===== src/rtl/adder_pkg.sv =====
// Shared constants, slice-width helper and per-stage control record for the pipelined adder.
package adder_pkg;

   localparam logic MODE_ADD = 1'b0;
   localparam logic MODE_SUB = 1'b1;

   function automatic int slice_w(input int width, input int stages);
      return width / stages;
   endfunction

   // Control half of the stage record; the operand/partial-sum half is WIDTH-dependent
   // and is declared next to the pipeline that owns it.
   typedef struct packed {
      logic valid;
      logic mode;
      logic carry;
      logic ovf;
   } stage_ctl_t;

endpackage


===== src/rtl/add_slice.sv =====
// Combinational SW-bit ripple-carry slice built from gate-level full adders.
// Latency: none (pure combinational).
// Backpressure: n/a, the enclosing pipeline decides when results are captured.
module add_slice #(
   parameter int SW = 8
) (
   input  logic [SW-1:0] a,
   input  logic [SW-1:0] b,
   input  logic          cin,
   output logic [SW-1:0] sum,
   output logic          cout,
   output logic          c_msb
);

   logic carry;

   always_comb begin
      sum   = '0;
      carry = cin;
      c_msb = cin;
      for (int i = 0; i < SW; i++) begin
         c_msb  = carry;
         sum[i] = a[i] ^ b[i] ^ carry;
         carry  = (a[i] & b[i]) | (carry & (a[i] ^ b[i]));
      end
      cout = carry;
   end

endmodule


===== src/rtl/adder_pipe.sv =====
// Pipelined WIDTH-bit add/subtract, one SW-bit slice per clock with registered carries.
// Latency: STAGES cycles from input acceptance to out_valid; one beat per cycle.
// Backpressure: whole pipe holds (bubbles included) when out_valid && !out_ready; in_ready follows.
module adder_pipe
   import adder_pkg::*;
#(
   parameter int WIDTH  = 32,
   parameter int STAGES = 4
) (
   input  logic             clk,
   input  logic             rst_n,
   input  logic             in_valid,
   output logic             in_ready,
   input  logic [WIDTH-1:0] a,
   input  logic [WIDTH-1:0] b,
   input  logic             cin,
   input  logic             sub,
   output logic             out_valid,
   input  logic             out_ready,
   output logic [WIDTH-1:0] sum,
   output logic             cout,
   output logic             ovf
);

   localparam int SW = slice_w(WIDTH, STAGES);

   if ((STAGES < 1) || (STAGES > WIDTH) || ((WIDTH % STAGES) != 0)) begin : g_cfg_err
      $error("adder_pipe: WIDTH must be a positive multiple of STAGES");
   end

   typedef struct packed {
      stage_ctl_t       ctl;
      logic [WIDTH-1:0] a_rem;
      logic [WIDTH-1:0] b_rem;
      logic [WIDTH-1:0] psum;
   } stage_t;

   // st_q[k] holds a beat waiting for slice k; slices below k are already in psum.
   stage_t            st_q [STAGES];
   stage_t            nxt  [STAGES];
   logic [SW-1:0]     slice_sum [STAGES];
   logic [STAGES-1:0] slice_cout;
   logic [STAGES-1:0] slice_ovf;
   logic [WIDTH-1:0]  res;
   logic              advance;

   assign advance  = !out_valid || out_ready;
   assign in_ready = advance;

   for (genvar k = 0; k < STAGES; k++) begin : g_slice
      logic [SW-1:0] b_eff;
      logic          c_msb;

      // Mode travels with the beat, so B is inverted slice by slice as it is consumed.
      assign b_eff = (st_q[k].ctl.mode == MODE_SUB) ? ~st_q[k].b_rem[k*SW +: SW]
                                                    :  st_q[k].b_rem[k*SW +: SW];

      add_slice #(.SW(SW)) u_add_slice (
         .a     (st_q[k].a_rem[k*SW +: SW]),
         .b     (b_eff),
         .cin   (st_q[k].ctl.carry),
         .sum   (slice_sum[k]),
         .cout  (slice_cout[k]),
         .c_msb (c_msb)
      );

      assign slice_ovf[k] = slice_cout[k] ^ c_msb;
   end

   always_comb begin
      for (int k = 0; k < STAGES; k++) begin
         nxt[k] = '0;
      end
      nxt[0].ctl.valid = in_valid;
      nxt[0].ctl.mode  = sub;
      nxt[0].ctl.carry = (sub == MODE_ADD) ? cin : 1'b1;
      nxt[0].a_rem     = a;
      nxt[0].b_rem     = b;
      for (int k = 1; k < STAGES; k++) begin
         nxt[k]                       = st_q[k-1];
         nxt[k].ctl.carry             = slice_cout[k-1];
         nxt[k].ctl.ovf               = slice_ovf[k-1];
         nxt[k].psum[(k-1)*SW +: SW]  = slice_sum[k-1];
      end
      res                          = st_q[STAGES-1].psum;
      res[(STAGES-1)*SW +: SW]     = slice_sum[STAGES-1];
   end

   always_ff @(posedge clk or negedge rst_n) begin
      if (!rst_n) begin
         for (int k = 0; k < STAGES; k++) begin
            st_q[k] <= '0;
         end
         out_valid <= 1'b0;
         sum       <= '0;
         cout      <= 1'b0;
         ovf       <= 1'b0;
      end else if (advance) begin
         for (int k = 0; k < STAGES; k++) begin
            st_q[k] <= nxt[k];
         end
         out_valid <= st_q[STAGES-1].ctl.valid;
         sum       <= res;
         cout      <= slice_cout[STAGES-1];
         ovf       <= slice_ovf[STAGES-1];
      end
   end

endmodule


===== config.mk =====
export PLATFORM = sky130hd
export DESIGN_NAME = adder_pipe
export DESIGN_NICKNAME = d
export VERILOG_FILES = /design/src/rtl/adder_pkg.sv /design/src/rtl/add_slice.sv /design/src/rtl/adder_pipe.sv
export SDC_FILE = /design/constraint.sdc
export NUM_CORES = 1
export LEC_CHECK = 0
export CAP_MARGIN = 40
export CORE_ASPECT_RATIO = 1.5
export CORE_MARGIN = 1
export CORE_UTILIZATION = 30
export DETAILED_ROUTE_END_ITERATION = 10
export PLACE_DENSITY = 0.49
export SETUP_SLACK_MARGIN = 0.02
export SYNTH_ARGS = -nofsm -noshare
export SYNTH_HDL_FRONTEND = slang
export SYNTH_SLANG_ARGS = --single-unit

===== constraint.sdc =====
create_clock -name clk -period 7.8 [get_ports clk]
set_input_delay 1.56 -clock clk [delete_from_list [all_inputs] [get_ports clk]]
set_output_delay 1.56 -clock clk [all_outputs]
set_load 0.02 [all_outputs]

==> results.sh, run 1 <==
export IMPL_outcome="completed"
export IMPL_yosysSeqAreaShare_pct=55.7
export IMPL_tns_ns=0
export IMPL_dr_pass1_iters=4
export IMPL_crit_slowest_cell="clkdlybuf4s50_1"
export IMPL_cts_tree="built"
export IMPL_pre_cts_ws_ns=2.61
export IMPL_vias_per_cell=4.18
export IMPL_crit_path_max_fanout=44
export IMPL_cts_buffer_depth=3
export IMPL_cts_resized=0
export IMPL_slew_violations=0
export IMPL_crit_path_max_incr_delay_ns=0.66
export IMPL_intPower_w=0.00428
export IMPL_rsz0062_at_grt="false"
export IMPL_dp_hpwl_um=12500
export IMPL_diodes=0
export IMPL_grtUsageTotal_pct=10.9
export IMPL_crit_chain="buf_2 > nand2b_4 > buf_16 > clkdlybuf4s50_1"
export IMPL_power_frac_clock_pct=21.5
export IMPL_nFillCells=3627
export IMPL_synth_cell_types=17
export IMPL_die_w_um=162
export IMPL_clock_fmax_mhz=194
export IMPL_fin_crit_ns=5.16
export IMPL_finClkSkew_ns=0.00887
export IMPL_critical_path_top_delay_family="buffers and inverters"
export IMPL_seqPwrFrac_pct=37.3
export IMPL_final_cell_mix="dfrtp_1, mux2_4, clkdlybuf4s50_1"
export IMPL_cp_start_kind="primary input"
export IMPL_place_area_um2=12900
export IMPL_clock_latency_ns=0.54
export IMPL_cts_sinks=255
export IMPL_final_period_utilization_pct=66.1
export IMPL_gp_congestion=0.679
export IMPL_syn_cell_area_um2=11500
export IMPL_grt_pass1_wl_um=33500
export IMPL_power_share_combinational_pct=41.1
export IMPL_area_growth_pct=20.9
export IMPL_cp_num_buf_inv=3
export IMPL_ys_ff_latch=255
export IMPL_hp_class="reg -> reg"
export IMPL_start_util_pct=30.4
export IMPL_cp_required_ns=6.24
export IMPL_p_sw_share_pct=30.7
export IMPL_grt_max_degree=137
export IMPL_cts_buffers=28
export IMPL_slew_headroom_pct=30.1
export IMPL_cp_data_arrival_time_ns=3.60
export IMPL_ir_drop_v=0.000209
export IMPL_io_buffers=105
export IMPL_pwr_density_cell_nw_per_um2=446
export IMPL_mostFrequentLayoutCell="dfrtp_1"
export IMPL_wl_per_cell_um=15.6
export IMPL_drc_errors=0
export IMPL_detailedRoute_firstIterationViolations=223
export IMPL_stdcell_area_um2=13900
export IMPL_synth_cells=678
export IMPL_path_class="in -> out"
export IMPL_htree_num_levels=1
export IMPL_p_leak_nw=6.37
export IMPL_grt_pass1_vias=6029
export IMPL_p_sw_w=0.00190
export IMPL_gr_total_overflow=0
export IMPL_die_y_um=241
export IMPL_synth_warnings=0
export IMPL_avgSynthCellArea_um2=16.9
export IMPL_drt_total_wl_um=20200
export IMPL_antenna_found_initial=0
export IMPL_rows=87
export IMPL_ant_nets=0
export IMPL_syn_nets=780
export IMPL_pin_count=106
export IMPL_die_area_um2=39000
export IMPL_tightest_slew_ns=1.05
export IMPL_cp_end_kind="output pin"
export IMPL_cts_root_buf="clkbuf_16"
export IMPL_core_um2=37700
export IMPL_finalHoldViolCount=0
export IMPL_final_nets=888
export IMPL_finalSetupViolCount=0
export IMPL_drive_above_1_share_pct=35.0
export IMPL_vias=5414
export IMPL_post_cts_setup_buffers=0
export IMPL_clkSlewWorstSetupHoldPaths_ns=0.06
export IMPL_cap_viol_max_count=0
export IMPL_layout_setup_ws_ns=2.64
export IMPL_holdBufCountCts=0
==> power by group through the flow <==
stage	registers [W]	clock network, W	logic [W]
floorplan	0.00230	0	0.00194
finish	0.00231	0.00133	0.00254
global placement	0.00233	0	0.00257
detailed placement	0.00234	0	0.00259
CTS	0.00232	0.00139	0.00262
global route	0.00239	0.00144	0.00284
==> synthesized netlist by cell type, drive strengths merged <==
| cell type | instances | area (um2) |
|---|---|---|
| dfrtp | 255 | 6380 |
| mux2 | 229 | 3330 |
| inv | 40 | 150 |
| buf | 33 | 322 |
| fa | 32 | 641 |
| xnor2 | 25 | 219 |
| a21oi | 24 | 120 |
| nor3b | 24 | 180 |
| xor2 | 8 | 70.1 |
| clkbuf | 4 | 15.0 |
| nand2b | 2 | 20.0 |
| mux2i | 1 | 10.0 |
| nor2 | 1 | 3.75 |
==> layer usage <==
layer  vias up  share of wire, %  track usage (%)
met3        29               3.7             1.71
met1      2794                45             14.4
met4         0               2.4             4.12
met5         -                 0                0
li1       2496                 -                -
met2        95                49             17.9
==> through the flow <==
stage | total power, W | std cells | hold WS, ns | util [%]
final | 0.00618 | 1294 | 0.487 | 36.8
after global routing | 0.00666 | 1294 | 0.498 | 36.8
after CTS | 0.00633 | 1294 | 0.490 | 36.8
after detailed placement | 0.00494 | 1245 | 0.472 | 34.3
after global placement | 0.00490 | 1242 | 0.464 | 34.1
after floorplan | 0.00424 | 678 | 0.435 | -
==> cell type report <==
type / instances / area (um2) / share of cell area [%]
Tap cell: 489 / 612 / 4.41
Timing Repair Buffer: 115 / 1190 / 8.59
Inverter: 40 / 150 / 1.08
Sequential cell: 255 / 6380 / 46.0
Clock inverter: 7 / 87.6 / 0.632
Clock buffer: 42 / 845 / 6.09
Multi-Input combinational cell: 346 / 4590 / 33.1
==> flip-flops by register name, indices dropped and copies added, names as in the netlist <==
signal / count
nxt: 174
sum: 32
res: 24
st_q: 22
cout: 1
out_valid: 1
ovf: 1
==> cell families (layout without fill, tap and decap cells) <==
kind of cell,after synthesis,count (layout),share of synthesized area [%]
flip-flops,255,255,55.7
AO/OA/AOI/OAI,24,24,1.05
AND/OR/NAND/NOR,27,27,1.78
adder cells (fa/ha/maj),32,32,5.59
buffers and inverters,77,204,4.25
multiplexers,230,230,29.1
XOR/XNOR,33,33,2.52
==> worst paths after layout <==
kind / startpoint / to / slack [ns] / depth (start not counted)
worst max-delay path: out_ready / in_ready / 2.64 / 4
worst min-delay path: st_q[99] / out_valid / 0.49 / 1
worst max register to register: nxt[298] / nxt[107] / 3.10 / 13
worst min register to register: st_q[99] / out_valid / 0.49 / 1
max in group asynchronous: rst_n / nxt[3] / 5.42 / 3
min in group asynchronous: rst_n / nxt[282] / 1.05 / 1
No activity file was read; power rests on OpenSTA's default activity.
==> run 2: changes to the inputs <==
==> constraint.sdc (replaced) <==
create_clock -name clk -period 5.3 [get_ports clk]
set_input_delay 1.06 -clock clk [delete_from_list [all_inputs] [get_ports clk]]
set_output_delay 1.06 -clock clk [all_outputs]
set_load 0.02 [all_outputs]
==> results.sh, run 2 (synthesis results as in run 1) <==
export IMPL_cts_buffer_depth=3
export IMPL_ir_drop_v=0.000310
export IMPL_grt_pass1_vias=5960
export IMPL_pwr_density_cell_nw_per_um2=668
export IMPL_slew_violations=0
export IMPL_diodes=0
export IMPL_antenna_found_initial=0
export IMPL_final_nets=886
export IMPL_crit_path_max_fanout=10
export IMPL_grt_max_degree=115
export IMPL_finalSetupViolCount=0
export IMPL_finalHoldViolCount=0
export IMPL_rsz0062_at_grt="false"
export IMPL_dr_pass1_iters=4
export IMPL_nFillCells=3648
export IMPL_die_w_um=162
export IMPL_largest_reg_flops=174
export IMPL_drc_errors=0
export IMPL_cts_resized=0
export IMPL_vias_per_cell=4.20
export IMPL_final_period_utilization_pct=85.6
export IMPL_cts_root_buf="clkbuf_16"
export IMPL_slew_headroom_pct=40.3
export IMPL_vias=5441
export IMPL_path_class="reg -> reg"
export IMPL_io_buffers=105
export IMPL_cts_tree="built"
export IMPL_clock_latency_ns=0.55
export IMPL_start_util_pct=30.4
export IMPL_die_area_um2=39000
export IMPL_gp_congestion=0.667
export IMPL_dp_hpwl_um=13100
export IMPL_grt_pass1_wl_um=34200
export IMPL_layout_setup_ws_ns=0.763
export IMPL_hp_class="reg -> reg"
export IMPL_tightest_slew_ns=0.896
export IMPL_grtUsageTotal_pct=11.3
export IMPL_fin_crit_ns=4.54
export IMPL_detailedRoute_firstIterationViolations=282
export IMPL_ant_nets=0
export IMPL_finClkSkew_ns=0.00768
export IMPL_stdcell_area_um2=13900
export IMPL_drt_total_wl_um=21100
export IMPL_area_growth_pct=21.6
export IMPL_cts_buffers=28
export IMPL_drive_above_1_share_pct=35.4
export IMPL_place_area_um2=12900
export IMPL_p_leak_nw=6.40
export IMPL_power_w=0.00931
export IMPL_cp_required_ns=5.73
export IMPL_cts_sinks=255
export IMPL_outcome="completed"
export IMPL_pin_count=106
export IMPL_cp_start_kind="flop"
export IMPL_cap_viol_max_count=0
export IMPL_cp_end_kind="flop"
export IMPL_clkSlewWorstSetupHoldPaths_ns=0.07
export IMPL_die_y_um=241
export IMPL_holdBufCountCts=0
export IMPL_pre_cts_ws_ns=0.692
export IMPL_hold_ws_ns=0.473
export IMPL_tns_ns=0
export IMPL_mostFrequentLayoutCell="dfrtp_1"
export IMPL_clock_fmax_mhz=220
export IMPL_wl_per_cell_um=16.3
export IMPL_post_cts_setup_buffers=0
export IMPL_final_cell_mix="dfrtp_1, mux2_4, clkdlybuf4s50_1"
export IMPL_gr_total_overflow=0
export IMPL_htree_num_levels=1
export IMPL_rows=87
export IMPL_core_um2=37700
export IMPL_cp_data_arrival_time_ns=4.97
[run 2: path summary, 6_finish.rpt]
path	from	end	slack, ns	cells past startpoint
max in group asynchronous	rst_n	sum[27]	3.57	2
hold reg to reg	st_q[99]	out_valid	0.47	1
hold / removal	st_q[99]	out_valid	0.47	1
setup reg to reg	nxt[98]	res[23]	0.76	13
setup / recovery	nxt[98]	res[23]	0.76	13
min in group asynchronous	rst_n	nxt[283]	0.58	1
[run 2: final cells by class]
| class | instances | area, um2 | share of cell area (%) |
|---|---|---|---|
| clock buffer | 39 | 823 | 5.91 |
| clock inverter | 13 | 226 | 1.63 |
| inverter | 40 | 150 | 1.08 |
| multi-input combinational | 346 | 4590 | 33.0 |
| sequential | 255 | 6380 | 45.8 |
| tap | 489 | 612 | 4.39 |
| timing repair buffer | 113 | 1150 | 8.24 |
[run 2: per-stage QoR]
step	cells	utilization [%]
after global placement	1243	34.2
after CTS	1295	37.0
after floorplan	678	-
after global routing	1295	37.0
after detailed placement	1243	34.2
final	1295	37.0
[run 2: power breakdown]
group          switching (W)  leakage, nW  internal [W]
registers           0.000577         2.95       0.00283
clock network       0.000817        0.506       0.00137
logic                0.00145         2.94       0.00225
total                0.00285         6.40       0.00646
[run 2: critical path, stage by stage, from the launching register on]
cell and delay [ns]:
dfrtp_1 0.67, xnor2_1 0.18, fa_1 0.43, inv_1 0.08, fa_1 0.16, inv_1 0.05, fa_1 0.40, fa_1 0.44
fa_1 0.44, fa_1 0.43, fa_1 0.40, inv_1 0.08, fa_1 0.41, mux2_4 0.26
[run 2: routing by layer]
layer | track usage (%) | vias up | wire, um
met2 | 19.4 | 95 | 10600
met4 | 3.86 | 0 | 453
met3 | 1.97 | 34 | 860
met5 | 0 | - | 0
li1 | - | 2507 | -
met1 | 14.2 | 2805 | 9250
==> run 3: changes to the inputs <==
--- a/config.mk
+++ b/config.mk
@@ -6,10 +6,11 @@
 export NUM_CORES = 1
 export LEC_CHECK = 0
 export CAP_MARGIN = 40
-export CORE_ASPECT_RATIO = 1.5
+export CORE_ASPECT_RATIO = 0.6
 export CORE_MARGIN = 1
 export CORE_UTILIZATION = 30
 export DETAILED_ROUTE_END_ITERATION = 10
+export GPL_ROUTABILITY_DRIVEN = 0
 export PLACE_DENSITY = 0.49
 export SETUP_SLACK_MARGIN = 0.02
 export SYNTH_ARGS = -nofsm -noshare
==> constraint.sdc (replaced) <==
create_clock -name clk -period 5.3 [get_ports clk]
set_input_delay 1.06 -clock clk [delete_from_list [all_inputs] [get_ports clk]]
set_output_delay 1.06 -clock clk [all_outputs]
set_load 0.01 [all_outputs]
==> results.sh, run 3 (synthesis results as in run 1) <==
export IMPL_cp_required_ns=5.72
export IMPL_drive_above_1_share_pct=34.8
export IMPL_crit_top_cell="fa_1"
export IMPL_final_period_utilization_pct=86.6
export IMPL_r2r_start="nxt[298]"
export IMPL_r2r_end="nxt[107]"
export IMPL_grt_pass1_wl_um=35300
export IMPL_rsz0062_at_grt="false"
export IMPL_p_leak_nw=6.34
export IMPL_crit_slowest_cell="dfrtp_1"
export IMPL_seq_area_um2=6380
export IMPL_area_growth_pct=20.7
export IMPL_hold_depth=1
export IMPL_cp_end_kind="flop"
export IMPL_drc_errors=0
export IMPL_diodes=0
export IMPL_crit_path_max_fanout=10
export IMPL_stdcell_area_um2=13800
export IMPL_min_from="st_q[99]"
export IMPL_wl_per_cell_um=16.3
export IMPL_finClkSkew_ns=0.00839
export IMPL_vias=5359
export IMPL_clock_latency_ns=0.53
export IMPL_holdBufCountCts=0
export IMPL_multi_input_area_um2=4590
export IMPL_hold_end="out_valid"
export IMPL_cts_resized=0
export IMPL_crit_chain="xnor2_1 > fa_1 > inv_1 > fa_1 > inv_1 > fa_1 > fa_1 > fa_1 > fa_1 > fa_1 > inv_1 > fa_1 > mux2_4"
export IMPL_cts_tree="built"
export IMPL_dp_hpwl_um=13300
export IMPL_io_buffers=105
export IMPL_clock_fmax_mhz=218
export IMPL_hp_class="reg -> reg"
export IMPL_path_class="reg -> reg"
export IMPL_cts_buffer_depth=3
export IMPL_crit_path_max_incr_delay_ns=0.68
export IMPL_fin_crit_ns=4.59
export IMPL_ant_nets=0
export IMPL_slew_headroom_pct=40.9
export IMPL_nFillCells=3533
export IMPL_cp_data_arrival_time_ns=5.01
export IMPL_die_y_um=153
export IMPL_drt_total_wl_um=21400
export IMPL_die_area_um2=39000
export IMPL_finalSetupViolCount=0
export IMPL_gr_total_overflow=0
export IMPL_antenna_found_initial=0
export IMPL_tightest_slew_ns=0.886
export IMPL_r2r_slack_ns=0.71
export IMPL_cp_start_kind="flop"
export IMPL_cap_viol_max_count=0
export IMPL_finalHoldViolCount=0
export IMPL_tns_ns=0
export IMPL_cts_sinks=255
export IMPL_largest_reg_flops=174
export IMPL_final_cell_mix="dfrtp_1, mux2_4, clkdlybuf4s50_1"
export IMPL_grt_pass1_vias=5905
export IMPL_core_um2=37600
export IMPL_vias_per_cell=4.08
export IMPL_post_cts_setup_buffers=0
export IMPL_pin_count=106
export IMPL_ir_drop_v=0.000244
export IMPL_start_util_pct=30.4
export IMPL_dr_pass1_iters=4
export IMPL_die_w_um=254
export IMPL_cts_buffers=26
export IMPL_detailedRoute_firstIterationViolations=255
export IMPL_place_area_um2=12900
export IMPL_mostFrequentLayoutCell="dfrtp_1"
export IMPL_reg2reg_depth=13
export IMPL_grt_max_degree=122
export IMPL_rows=55
export IMPL_outcome="completed"
export IMPL_clkSlewWorstSetupHoldPaths_ns=0.07
export IMPL_grtUsageTotal_pct=11.5
export IMPL_final_nets=883
export IMPL_pwr_density_cell_nw_per_um2=655
export IMPL_htree_num_levels=1
export IMPL_cts_root_buf="clkbuf_16"
export IMPL_slew_violations=0
==> run 3: final cells by class <==
type                            count  area share [%]
Tap cell                          513            4.64
Inverter                           40            1.09
Sequential cell                   255            46.1
Timing Repair Buffer              112            8.16
Multi-Input combinational cell    346            33.2
Clock buffer                       39            5.71
Clock inverter                      9            1.09
==> run 3: layer usage <==
metal	routed length (um)	track usage [%]	part of all wire, %	vias to the layer above
met5	0	0	0	-
met4	413	2.41	1.9	0
met3	931	2.45	4.3	31
met2	8610	15.6	40	88
met1	11500	18.2	54	2734
li1	-	-	-	2506
==> run 3: where the power goes <==
part / internal (W) / total (W) / switching [W]
Combinational: 0.00226 / 0.00361 / 0.00134
Clock: 0.00122 / 0.00201 / 0.000784
Sequential: 0.00283 / 0.00345 / 0.000616
==> run 3: worst max-delay path: cells and delay by family (launching register included) <==
| kind | cells | cell delay [ns] |
|---|---|---|
| adders and majority gates | 8 | 3.13 |
| muxes | 1 | 0.26 |
| xor gates and xnor gates | 1 | 0.18 |
| DFF | 1 | 0.68 |
| buffers and inverters | 3 | 0.22 |
==> run 3: how the worst max path moves through the flow <==
stage             start  endpoint  slack (ns)  cells past startpoint
6_report       nxt[298]  nxt[107]        0.71                     13
5_1_grt        nxt[298]  nxt[107]        0.42                     13
4_1_cts        nxt[298]  nxt[107]        0.63                     13
3_5_place_dp   nxt[298]  nxt[107]        0.67                     13
3_3_place_gp   nxt[198]   nxt[15]        0.74                     13
2_1_floorplan  nxt[198]   nxt[15]        1.02                     14
==> run 3: through the flow <==
| stage | total power, W | util (%) | hold slack, ns | cells | setup slack [ns] |
|---|---|---|---|---|---|
| 3_5_place_dp | 0.00716 | 34.3 | 0.465 | 1266 | 0.666 |
| 2_1_floorplan | 0.00614 | - | 0.435 | 678 | 1.02 |
| 3_3_place_gp | 0.00711 | 34.3 | 0.464 | 1266 | 0.737 |
| 6_report | 0.00906 | 36.8 | 0.478 | 1314 | 0.708 |
| 4_1_cts | 0.00925 | 36.8 | 0.480 | 1314 | 0.625 |
| 5_1_grt | 0.00978 | 36.8 | 0.501 | 1314 | 0.422 |
